### src/rtl/enigma_seq_ctrl.sv
// Sequencer between a host byte stream and the enigma core: configures the core,
// buffers host chars, issues letters one at a time and returns results with an odometer.
module enigma_seq_ctrl #(
    parameter int unsigned FIFO_DEPTH = 4,
    parameter int unsigned TIMEOUT    = 64,
    parameter int unsigned SET_CYCLES = 2
) (
    input  logic        clk,
    input  logic        reset_n,
    input  logic        cfg_start_i,
    input  logic        cfg_dec_i,
    input  logic        in_valid_i,
    output logic        in_ready_o,
    input  logic [7:0]  in_char_i,
    output logic        out_valid_o,
    input  logic        out_ready_i,
    output logic [7:0]  out_char_o,
    output logic        core_set_o,
    output logic        core_en_o,
    output logic        core_valid_o,
    output logic [7:0]  core_din_o,
    output logic        core_dec_o,
    input  logic        core_done_i,
    input  logic [7:0]  core_dout_i,
    output logic [4:0]  pos1_o,
    output logic [4:0]  pos2_o,
    output logic [4:0]  pos3_o,
    output logic [15:0] char_count_o,
    output logic        busy_o,
    output logic        timeout_err_o
);

    localparam int unsigned AW = $clog2(FIFO_DEPTH);
    localparam int unsigned WW = $clog2(TIMEOUT + 1);
    localparam int unsigned SW = $clog2(SET_CYCLES + 1);

    typedef enum logic [2:0] {
        StIdle, StConfig, StReady, StIssue, StWait, StOutput, StError
    } state_e;

    state_e         state_q, state_d;
    logic [7:0]     mem_q [FIFO_DEPTH];
    logic [AW:0]    wr_ptr_q, wr_ptr_d, rd_ptr_q, rd_ptr_d;
    logic [7:0]     char_q, char_d;
    logic [7:0]     out_char_q, out_char_d;
    logic           dec_q, dec_d;
    logic [4:0]     pos1_q, pos1_d, pos2_q, pos2_d, pos3_q, pos3_d;
    logic [15:0]    count_q, count_d;
    logic           terr_q, terr_d;
    logic [SW-1:0]  set_cnt_q, set_cnt_d;
    logic [WW-1:0]  wait_cnt_q, wait_cnt_d;

    logic       fifo_empty, fifo_full, active, push, pop, flush, cfg_accept, is_letter;
    logic [7:0] head;

    assign fifo_empty = (wr_ptr_q == rd_ptr_q);
    assign fifo_full  = (wr_ptr_q[AW] != rd_ptr_q[AW]) &&
                        (wr_ptr_q[AW-1:0] == rd_ptr_q[AW-1:0]);
    assign head       = mem_q[rd_ptr_q[AW-1:0]];
    assign is_letter  = (head >= 8'h41) && (head <= 8'h5A);
    assign active     = (state_q == StReady) || (state_q == StIssue) ||
                        (state_q == StWait)  || (state_q == StOutput);
    assign cfg_accept = cfg_start_i && ((state_q == StIdle) || (state_q == StError) ||
                                        ((state_q == StReady) && fifo_empty));

    assign in_ready_o    = active && !fifo_full;
    assign push          = in_valid_i && in_ready_o;
    assign out_valid_o   = (state_q == StOutput);
    assign out_char_o    = out_char_q;
    assign core_set_o    = (state_q == StConfig);
    assign core_en_o     = active;
    assign core_valid_o  = (state_q == StIssue);
    assign core_din_o    = char_q;
    assign core_dec_o    = dec_q;
    assign pos1_o        = pos1_q;
    assign pos2_o        = pos2_q;
    assign pos3_o        = pos3_q;
    assign char_count_o  = count_q;
    assign timeout_err_o = terr_q;
    assign busy_o        = ((state_q != StIdle) && (state_q != StReady)) || !fifo_empty;

    always_comb begin
        state_d    = state_q;
        char_d     = char_q;
        out_char_d = out_char_q;
        dec_d      = dec_q;
        pos1_d     = pos1_q;
        pos2_d     = pos2_q;
        pos3_d     = pos3_q;
        count_d    = count_q;
        terr_d     = terr_q;
        set_cnt_d  = set_cnt_q;
        wait_cnt_d = wait_cnt_q;
        pop        = 1'b0;
        flush      = 1'b0;

        unique case (state_q)
            StIdle: ;
            StConfig: begin
                if (set_cnt_q == SW'(SET_CYCLES - 1)) begin
                    state_d = StReady;
                end else begin
                    set_cnt_d = set_cnt_q + 1'b1;
                end
            end
            StReady: begin
                if (!fifo_empty) begin
                    pop    = 1'b1;
                    char_d = head;
                    if (is_letter) begin
                        state_d = StIssue;
                    end else begin
                        out_char_d = head;
                        state_d    = StOutput;
                    end
                end
            end
            StIssue: begin
                wait_cnt_d = '0;
                state_d    = StWait;
            end
            StWait: begin
                if (core_done_i) begin
                    out_char_d = core_dout_i;
                    count_d    = count_q + 16'd1;
                    state_d    = StOutput;
                    // Odometer: each wheel carries into the next on 25 -> 0.
                    if (pos1_q == 5'd25) begin
                        pos1_d = '0;
                        if (pos2_q == 5'd25) begin
                            pos2_d = '0;
                            pos3_d = (pos3_q == 5'd25) ? 5'd0 : pos3_q + 5'd1;
                        end else begin
                            pos2_d = pos2_q + 5'd1;
                        end
                    end else begin
                        pos1_d = pos1_q + 5'd1;
                    end
                end else if (wait_cnt_q == WW'(TIMEOUT - 1)) begin
                    terr_d  = 1'b1;
                    state_d = StError;
                end else begin
                    wait_cnt_d = wait_cnt_q + 1'b1;
                end
            end
            StOutput: begin
                if (out_ready_i) begin
                    state_d = StReady;
                end
            end
            StError: flush = 1'b1;
            default: state_d = StIdle;
        endcase

        // A push landing in the same cycle as an accepted config is discarded by the flush.
        if (cfg_accept) begin
            state_d   = StConfig;
            set_cnt_d = '0;
            dec_d     = cfg_dec_i;
            pos1_d    = '0;
            pos2_d    = '0;
            pos3_d    = '0;
            count_d   = '0;
            terr_d    = 1'b0;
            flush     = 1'b1;
        end

        wr_ptr_d = wr_ptr_q;
        rd_ptr_d = rd_ptr_q;
        if (flush) begin
            wr_ptr_d = '0;
            rd_ptr_d = '0;
        end else begin
            if (push) wr_ptr_d = wr_ptr_q + 1'b1;
            if (pop)  rd_ptr_d = rd_ptr_q + 1'b1;
        end
    end

    always_ff @(posedge clk or negedge reset_n) begin
        if (!reset_n) begin
            state_q    <= StIdle;
            wr_ptr_q   <= '0;
            rd_ptr_q   <= '0;
            char_q     <= '0;
            out_char_q <= '0;
            dec_q      <= 1'b0;
            pos1_q     <= '0;
            pos2_q     <= '0;
            pos3_q     <= '0;
            count_q    <= '0;
            terr_q     <= 1'b0;
            set_cnt_q  <= '0;
            wait_cnt_q <= '0;
        end else begin
            state_q    <= state_d;
            wr_ptr_q   <= wr_ptr_d;
            rd_ptr_q   <= rd_ptr_d;
            char_q     <= char_d;
            out_char_q <= out_char_d;
            dec_q      <= dec_d;
            pos1_q     <= pos1_d;
            pos2_q     <= pos2_d;
            pos3_q     <= pos3_d;
            count_q    <= count_d;
            terr_q     <= terr_d;
            set_cnt_q  <= set_cnt_d;
            wait_cnt_q <= wait_cnt_d;
        end
    end

    always_ff @(posedge clk) begin
        if (push) begin
            mem_q[wr_ptr_q[AW-1:0]] <= in_char_i;
        end
    end

endmodule
### config.mk
export PLATFORM = sky130hd
export DESIGN_NAME = enigma_seq_ctrl
export DESIGN_NICKNAME = d
export VERILOG_FILES = /design/src/rtl/enigma_seq_ctrl.sv
export SDC_FILE = /design/constraint.sdc
export NUM_CORES = 1
export LEC_CHECK = 0
export ABC_AREA = 1
export CORE_ASPECT_RATIO = 1.25
export CORE_UTILIZATION = 49
export DETAILED_ROUTE_END_ITERATION = 12
export PLACE_DENSITY_LB_ADDON = 0.25
export REMOVE_ABC_BUFFERS = 1
export SLEW_MARGIN = 20
export SYNTH_ARGS = -nofsm -noshare
export SYNTH_HDL_FRONTEND = slang
export SYNTH_SLANG_ARGS = --single-unit
### constraint.sdc
create_clock -name clk -period 1.78 [get_ports clk]
set_input_delay 0.445 -clock clk [delete_from_list [all_inputs] [get_ports clk]]
set_output_delay 0.445 -clock clk [all_outputs]
set_load 0.01 [all_outputs]
### After elaboration in Yosys (flattened, before gate mapping)

Memory sizes are Yosys's and may differ from the RTL's.
Index checks and enable logic that the tools add are counted.

| storage, ports and cells | value |
|---|---|
| register bits after elaboration | 67 |
| word-level logic and storage cells | 139 |
| memories kept | 1 |
| bits of input ports | 23 |
| memory bits (writable) | 32 |
| output and inout bits | 55 |
| memory bits (read-only) | 0 |
| bits in latches | 0 |

Memories:

| name | depth | width | read ports | clocked after memory_dff | write ports | line | text |
|---|---|---|---|---|---|---|---|
| mem_q | 4 | 8 | 1 | 0 | 1 | 42 | `logic [7:0] mem_q [FIFO_DEPTH];` |

| cells by class | value |
|---|---|
| multiply operators | 0 |
| bitwise operators | 1 |
| add/subtract/negate cells | 8 |
| shift-type cells | 0 |
| $lt $le $gt $ge | 2 |
| reductions and logical operators | 37 |
| eq/ne operators | 27 |
| divide/modulo/power cells | 0 |
| mux-type cells | 50 |

Operators by type and width:

| cell | number |
|---|---|
| 5-bit two-way mux | 15 |
| 16-bit two-way mux | 3 |
| 3-bit two-way mux | 11 |
| 8-bit two-way mux | 3 |
| 2-bit nonzero test | 10 |
| 3-bit case mux with 6 select lines | 1 |
| 16-bit by 1-bit adder with 16-bit output, second input constant | 1 |
| 8-bit case mux with 2 select lines | 1 |
| 5-bit by 1-bit adder with 5-bit output, second input constant | 3 |
| 5-bit == test, second input constant | 3 |
| 7-bit two-way mux | 2 |
| 7-bit case mux with 2 select lines | 1 |
| 2-bit inequality test, second input constant | 6 |
| 1-bit two-way mux | 10 |
| 3-bit == test, second input constant | 3 |
| 3-bit AND reduction | 3 |
| 8-bit by 7-bit greater-or-equal comparator with 1-bit output, second input constant | 1 |
| 8-bit by 7-bit <= comparator with 1-bit output, second input constant | 1 |
| 4-bit AND reduction | 2 |
| 7-bit by 1-bit adder with 7-bit output, second input constant | 1 |
| 7-bit by 6-bit == test with 1-bit output, second input constant | 1 |
| 1-bit logical AND | 7 |
| 3-bit by 1-bit adder with 3-bit output, second input constant | 2 |
| 3-bit by 2-bit == test with 1-bit output, second input constant | 2 |
| other kinds (20) | 32 |

### Depth between registers and ports, before layout

| depth | value |
|---|---|
| depth in word-level cells | 8 |
| mapped depth | 14 |
| mapped depth without buffers | 13 |

### Worst setup path after synthesis

OpenSTA, ideal clock, no wires.

| timing | value |
|---|---|
| kind | register to register |
| from | reg state_q[2] |
| to | mem mem_q[0][0], enable pin |
| stages on the path, launching flop included | 9 |
| library setup time | 371 ps |
| setup slack | -180 ps |
| clock period less this slack | 1960 ps |
| path buffers | 1 |
| data required time | 1409 ps |
| arrival | 1590 ps |
| path through | dfrtp_1 buf_4 inv_1 nand2_1 nand3_1 o21ai_0 inv_1 nand2_2 nor2_1 |

| on the way | value |
|---|---|
| cells in the longest elaborated chain, start to end | 8 |
| elaborated cells on any way between the ends | 11 |
| those cells by class | eq/ne (4); mux (2); reduce/logical (5) |

RTL lines:

| what | line | text |
|---|---|---|
| start, declared | 41 | `state_e state_q, state_d;` |
| start signal, assigned | 181 | `state_q <= StIdle;` |
| start signal, assigned | 195 | `state_q <= state_d;` |
| 3-bit by 2-bit == test with 1-bit output | 61 | `assign active = (state_q == StReady) \|\| (state_q == StIssue) \|\|` |
| 1-bit logical OR (2 in series) | 61 |  |
| 1-bit logical OR (*) | 62 | `(state_q == StWait) \|\| (state_q == StOutput);` |
| net core_en_o | 19 | `output logic core_en_o,` |
| 1-bit logical AND (*) | 66 | `assign in_ready_o = active && !fifo_full;` |
| net in_ready_o | 13 | `output logic in_ready_o,` |
| 1-bit logical AND (*) | 67 | `assign push = in_valid_i && in_ready_o;` |
| 1-bit two-way mux (*) | 212 | `if (push) begin` |
| 1-bit two-way mux (not written as such) (*) | 213 | `mem_q[wr_ptr_q[AW-1:0]] <= in_char_i;` |
| end, declared | 42 |  |

Mark *: on every way through the listed nets, which the timed path passes. The rest lies on a longest branch.

### Worst setup path in the final report

| timing | value |
|---|---|
| from | reg state_q[1] |
| to | reg pos3_q[3] (netlist: pos3_o[3]) |

| on the way | value |
|---|---|
| cells in the longest elaborated chain, start to end | 6 |
| elaborated cells on any way between the ends | 14 |
| those cells by class | eq/ne (3); mux (1); reduce/logical (10) |

RTL lines:

| what | line | text |
|---|---|---|
| 3-bit == test (tied with other cells) | 63 | `assign cfg_accept = cfg_start_i && ((state_q == StIdle) \|\| (state_q == StError) \|\|` |
| 1-bit logical OR / 1-bit logical AND (equally long branches) | 63, 64 |  |
| 1-bit logical OR | 63 |  |
| 1-bit logical AND | 63 |  |
| 2-bit nonzero test (no line) | - |  |
| 4-bit AND reduction (no line) | - |  |
| end signal, assigned | 203 | `pos3_q <= pos3_d;` |
| end, declared | 47 | `logic [4:0] pos1_q, pos1_d, pos2_q, pos2_d, pos3_q, pos3_d;` |

Parallel ways exist; a longest one is shown, timed or not.
A chain may end at the register's enable or synchronous reset.

==> impl_metrics.env <==
export IMPL_outcome="finished, violations left"
export IMPL_violations="hold timing, setup timing"
export IMPL_clock_sinks=99
export IMPL_clock_latency_ns=0.36
export IMPL_fin_ws_ns=-0.290
export IMPL_max_freq_ghz=0.483
export IMPL_r2r_start="state_q[1]"
export IMPL_dp_cells=844
export IMPL_timing_rr_end="pos3_o[3]"
export IMPL_grt_pass1_wl_um=22100
export IMPL_ys_async_sr_fraction_pct=67.7
export IMPL_rows=41
export IMPL_worstMarginPinSlew_ns=0.498
export IMPL_yosys_area_top_type="dfrtp_1"
export IMPL_start_util_pct=51.0
export IMPL_fin_tns_setup_ns=-8.93
export IMPL_hold_path_class="primary input to asynchronous set/reset pin"
export IMPL_area_growth_syn_to_layout_pct=54.3
export IMPL_cts_buffers=9
export IMPL_wl_met3_um=907
export IMPL_whs_ns=-0.00534
export IMPL_drv_cap=0
export IMPL_endpoint_kind="register"
export IMPL_core_area_um2=10200
export IMPL_grt_usage_pct=26.2
export IMPL_slew_headroom_pct=66.5
export IMPL_crit_path_top_delay_cell="dfrtp_2"
export IMPL_nFillCells=577
export IMPL_place_congestion=0.914
export IMPL_synthFlopType="dfrtp_1"
export IMPL_synth_edf_count=32
export IMPL_finClkSkew_ns=0.00510
export IMPL_drive_above_1_share_pct=37.2
export IMPL_arrival_ns=2.36
export IMPL_finalPower_mw=11.4
export IMPL_period_share_pct=116
export IMPL_ys_warn_count=0
export IMPL_p_per_area_nw_per_um2=1420
export IMPL_clk_path_buf_depth=2
export IMPL_antenna_found_initial=0
export IMPL_dr_max_layer_used="met4"
export IMPL_route_vias_total=4979
export IMPL_worstPathCellList="buf_6 > nor2_4 > buf_6 > nand2_2 > nand2_2 > o21bai_4 > nand2_4 > buf_12 > nand2_8 > nand2_8 > nor2_4 > nand2_1 > nand2_1"
export IMPL_grt_max_degree=32
export IMPL_period_needed_ns=2.07
export IMPL_final_nets=816
export IMPL_syn_area_um2=5210
export IMPL_wirelength_met1_um=6080
export IMPL_path_clk_slew_ns=0.07
export IMPL_cts_tree="yes"
export IMPL_vias_per_cell=5.45
export IMPL_io_pins=78
export IMPL_rrSetupSlack_ns=-0.29
export IMPL_synth_seq_cells=99
export IMPL_final_util_pct=78.7
export IMPL_hpwl_um=8640
export IMPL_avgSynthCellArea_um2=8.91
export IMPL_startpoint_type="register"
export IMPL_cts_root_buf="clkbuf_16"
export IMPL_ys_seq_area_share_pct=50.7
export IMPL_cts_htree_levels=3
export IMPL_dr_pass1_iters=5
export IMPL_ant_nets=0
export IMPL_wl_per_cell_um=17.7
export IMPL_place_ws_ns=-0.238
export IMPL_first_global_vias=4682
export IMPL_slew_violations=0
export IMPL_cp_slowest_stage_delay_ns=0.45
export IMPL_cts_hold_fix_buffers=0
export IMPL_finalSetupViolations=85
export IMPL_critPathMaxFanout=5
export IMPL_io_buffers=77
export IMPL_power_leakage_nw=3.69
export IMPL_die_area_um2=11000
export IMPL_place_area_um2=6580
export IMPL_hold_viol=9
export IMPL_drcViolationCount=0
export IMPL_die_y_um=117
export IMPL_synth_area_leaders="dfrtp_1 32%, edfxtp_1 18%, nand2_1 10%, nand3_1 5.4%, o21ai_0 4.4%"
export IMPL_ys_types=41
export IMPL_netlist_area_leader_share_pct=32.2
export IMPL_worstPathRequired_ns=2.07
export IMPL_worstSetupPathType="register to register"
export IMPL_drt_iter0_drc=363
export IMPL_grt_setup_unrepaired="true"
export IMPL_gr_total_overflow=0
export IMPL_wirelength_um=16100
export IMPL_fin_area_um2=8030
export IMPL_syn_inst=584
export IMPL_n_antenna_cell=0
export IMPL_final_cell_count_no_fill=913
export IMPL_die_w_um=94.2
export IMPL_vdd_drop_max_mv=1.05
export IMPL_rr_worst_depth=13
export IMPL_wl_met2_um=8520
[area by class of cell]
type                       count  area [um^2]  area share [%]
clock buffer                  10          239            2.98
clock inverter                 6         57.6           0.717
inverter                      64          256            3.19
multi-input combinational    411         2700            33.7
sequential                    99         2650            33.0
tap                          129          161            2.01
timing repair buffer         194         1960            24.4
[what timing repair did]
| action | in CTS | in global routing |
|---|---|---|
| cloned | 5 | 3 |
| endpoints found under the setup margin | 76 | 96 |
| pin swaps | 14 | 42 |
| resized for setup | 123 | 117 |
| setup buffers | 36 | 15 |
| hold endpoints to repair | 0 | 0 |
[cell usage after synthesis (6+ instances only)]
library cell	number
a21oi_1	11
dfrtp_1	67
edfxtp_1	32
ha_1	14
inv_1	59
nand2_1	144
nand2_2	13
nand3_1	56
nand4_1	6
nor2_1	47
nor2_2	6
nor3_1	8
o21ai_0	46
o21ai_2	8
xor2_1	16
[worst max-delay path: cells and delay by family (launching register included)]
kind / cells / cell delay (ns)
AO/OA/AOI/OAI: 1 / 0.14
flip-flops: 1 / 0.45
buffers and inverters: 3 / 0.42
AND/OR/NAND/NOR: 9 / 0.98
[power by group]
group	internal (mW)	switching [mW]	total, mW
Sequential	2.75	0.313	3.06
Clock	1.02	0.958	1.98
Combinational	3.11	3.24	6.35
[sequential cells by signal, indices dropped and copies added, names as in the netlist, 5 cells and up]
name / count
mem_q: 32
out_char_o: 8
pos1_o: 5
pos3_o: 5
wait_cnt_q: 7
core_din_o: 8
char_count_o: 16
pos2_o: 5
[how the worst max path moves through the flow]
stage,from,to,slack (ns),cells past startpoint
global route,state_q[1],pos3_o[3],-0.33,13
CTS,wr_ptr_q[2],busy_o,-0.14,6
floorplan,rd_ptr_q[0],mem_q[0][0],-0.28,6
detailed placement,core_done_i,pos3_o[3],-0.24,8
global placement,core_done_i,pos3_o[0],-0.19,8
finish,state_q[1],pos3_o[3],-0.29,13
[cell usage in the layout, fill, tap and decap left out, types with 4 or more instances in the layout]
cell / synthesis / layout
nor3_1: 8 / 6
nor2_2: 6 / 8
nor2_4: 5 / 18
xor2_1: 16 / 16
inv_1: 59 / 51
buf_12: 2 / 8
dfrtp_2: 0 / 11
buf_2: 3 / 4
nor2_1: 47 / 32
a21oi_1: 11 / 8
nand3_2: 1 / 11
nand2_2: 13 / 30
buf_6: 2 / 33
nand2_1: 144 / 116
clkbuf_16: 0 / 10
inv_2: 4 / 8
edfxtp_1: 32 / 32
nand2_4: 5 / 14
dlygate4sd2_1: 0 / 4
o21ai_1: 1 / 9
buf_4: 3 / 72
nand3_1: 56 / 45
dlymetal6s2s_1: 0 / 4
o21ai_0: 46 / 22
buf_16: 0 / 4
clkdlybuf4s50_1: 0 / 62
ha_1: 14 / 14
dfrtp_1: 67 / 56
nand4_1: 6 / 6
o21ai_2: 8 / 24
nand2_8: 1 / 6
[cell families (layout without fill, tap and decap cells)]
kind of cell               Yosys count  count (layout)  synth area share (%)
AOI/OAI and AO/OA                   72              72                  7.95
xor gates and xnor gates            22              22                  4.21
adders and majority gates           14              14                  3.36
buffers and inverters               77             274                  6.75
DFF                                 99              99                  50.7
and+or+nand+nor                    300             303                  27.1
[metal layers]
layer | up-vias | track usage [%]
met5 | - | 0
met4 | 0 | 13.9
li1 | 2305 | -
met2 | 210 | 45.8
met3 | 58 | 3.29
met1 | 2406 | 31.5
Note: power is estimated with default switching activity, not from simulation.
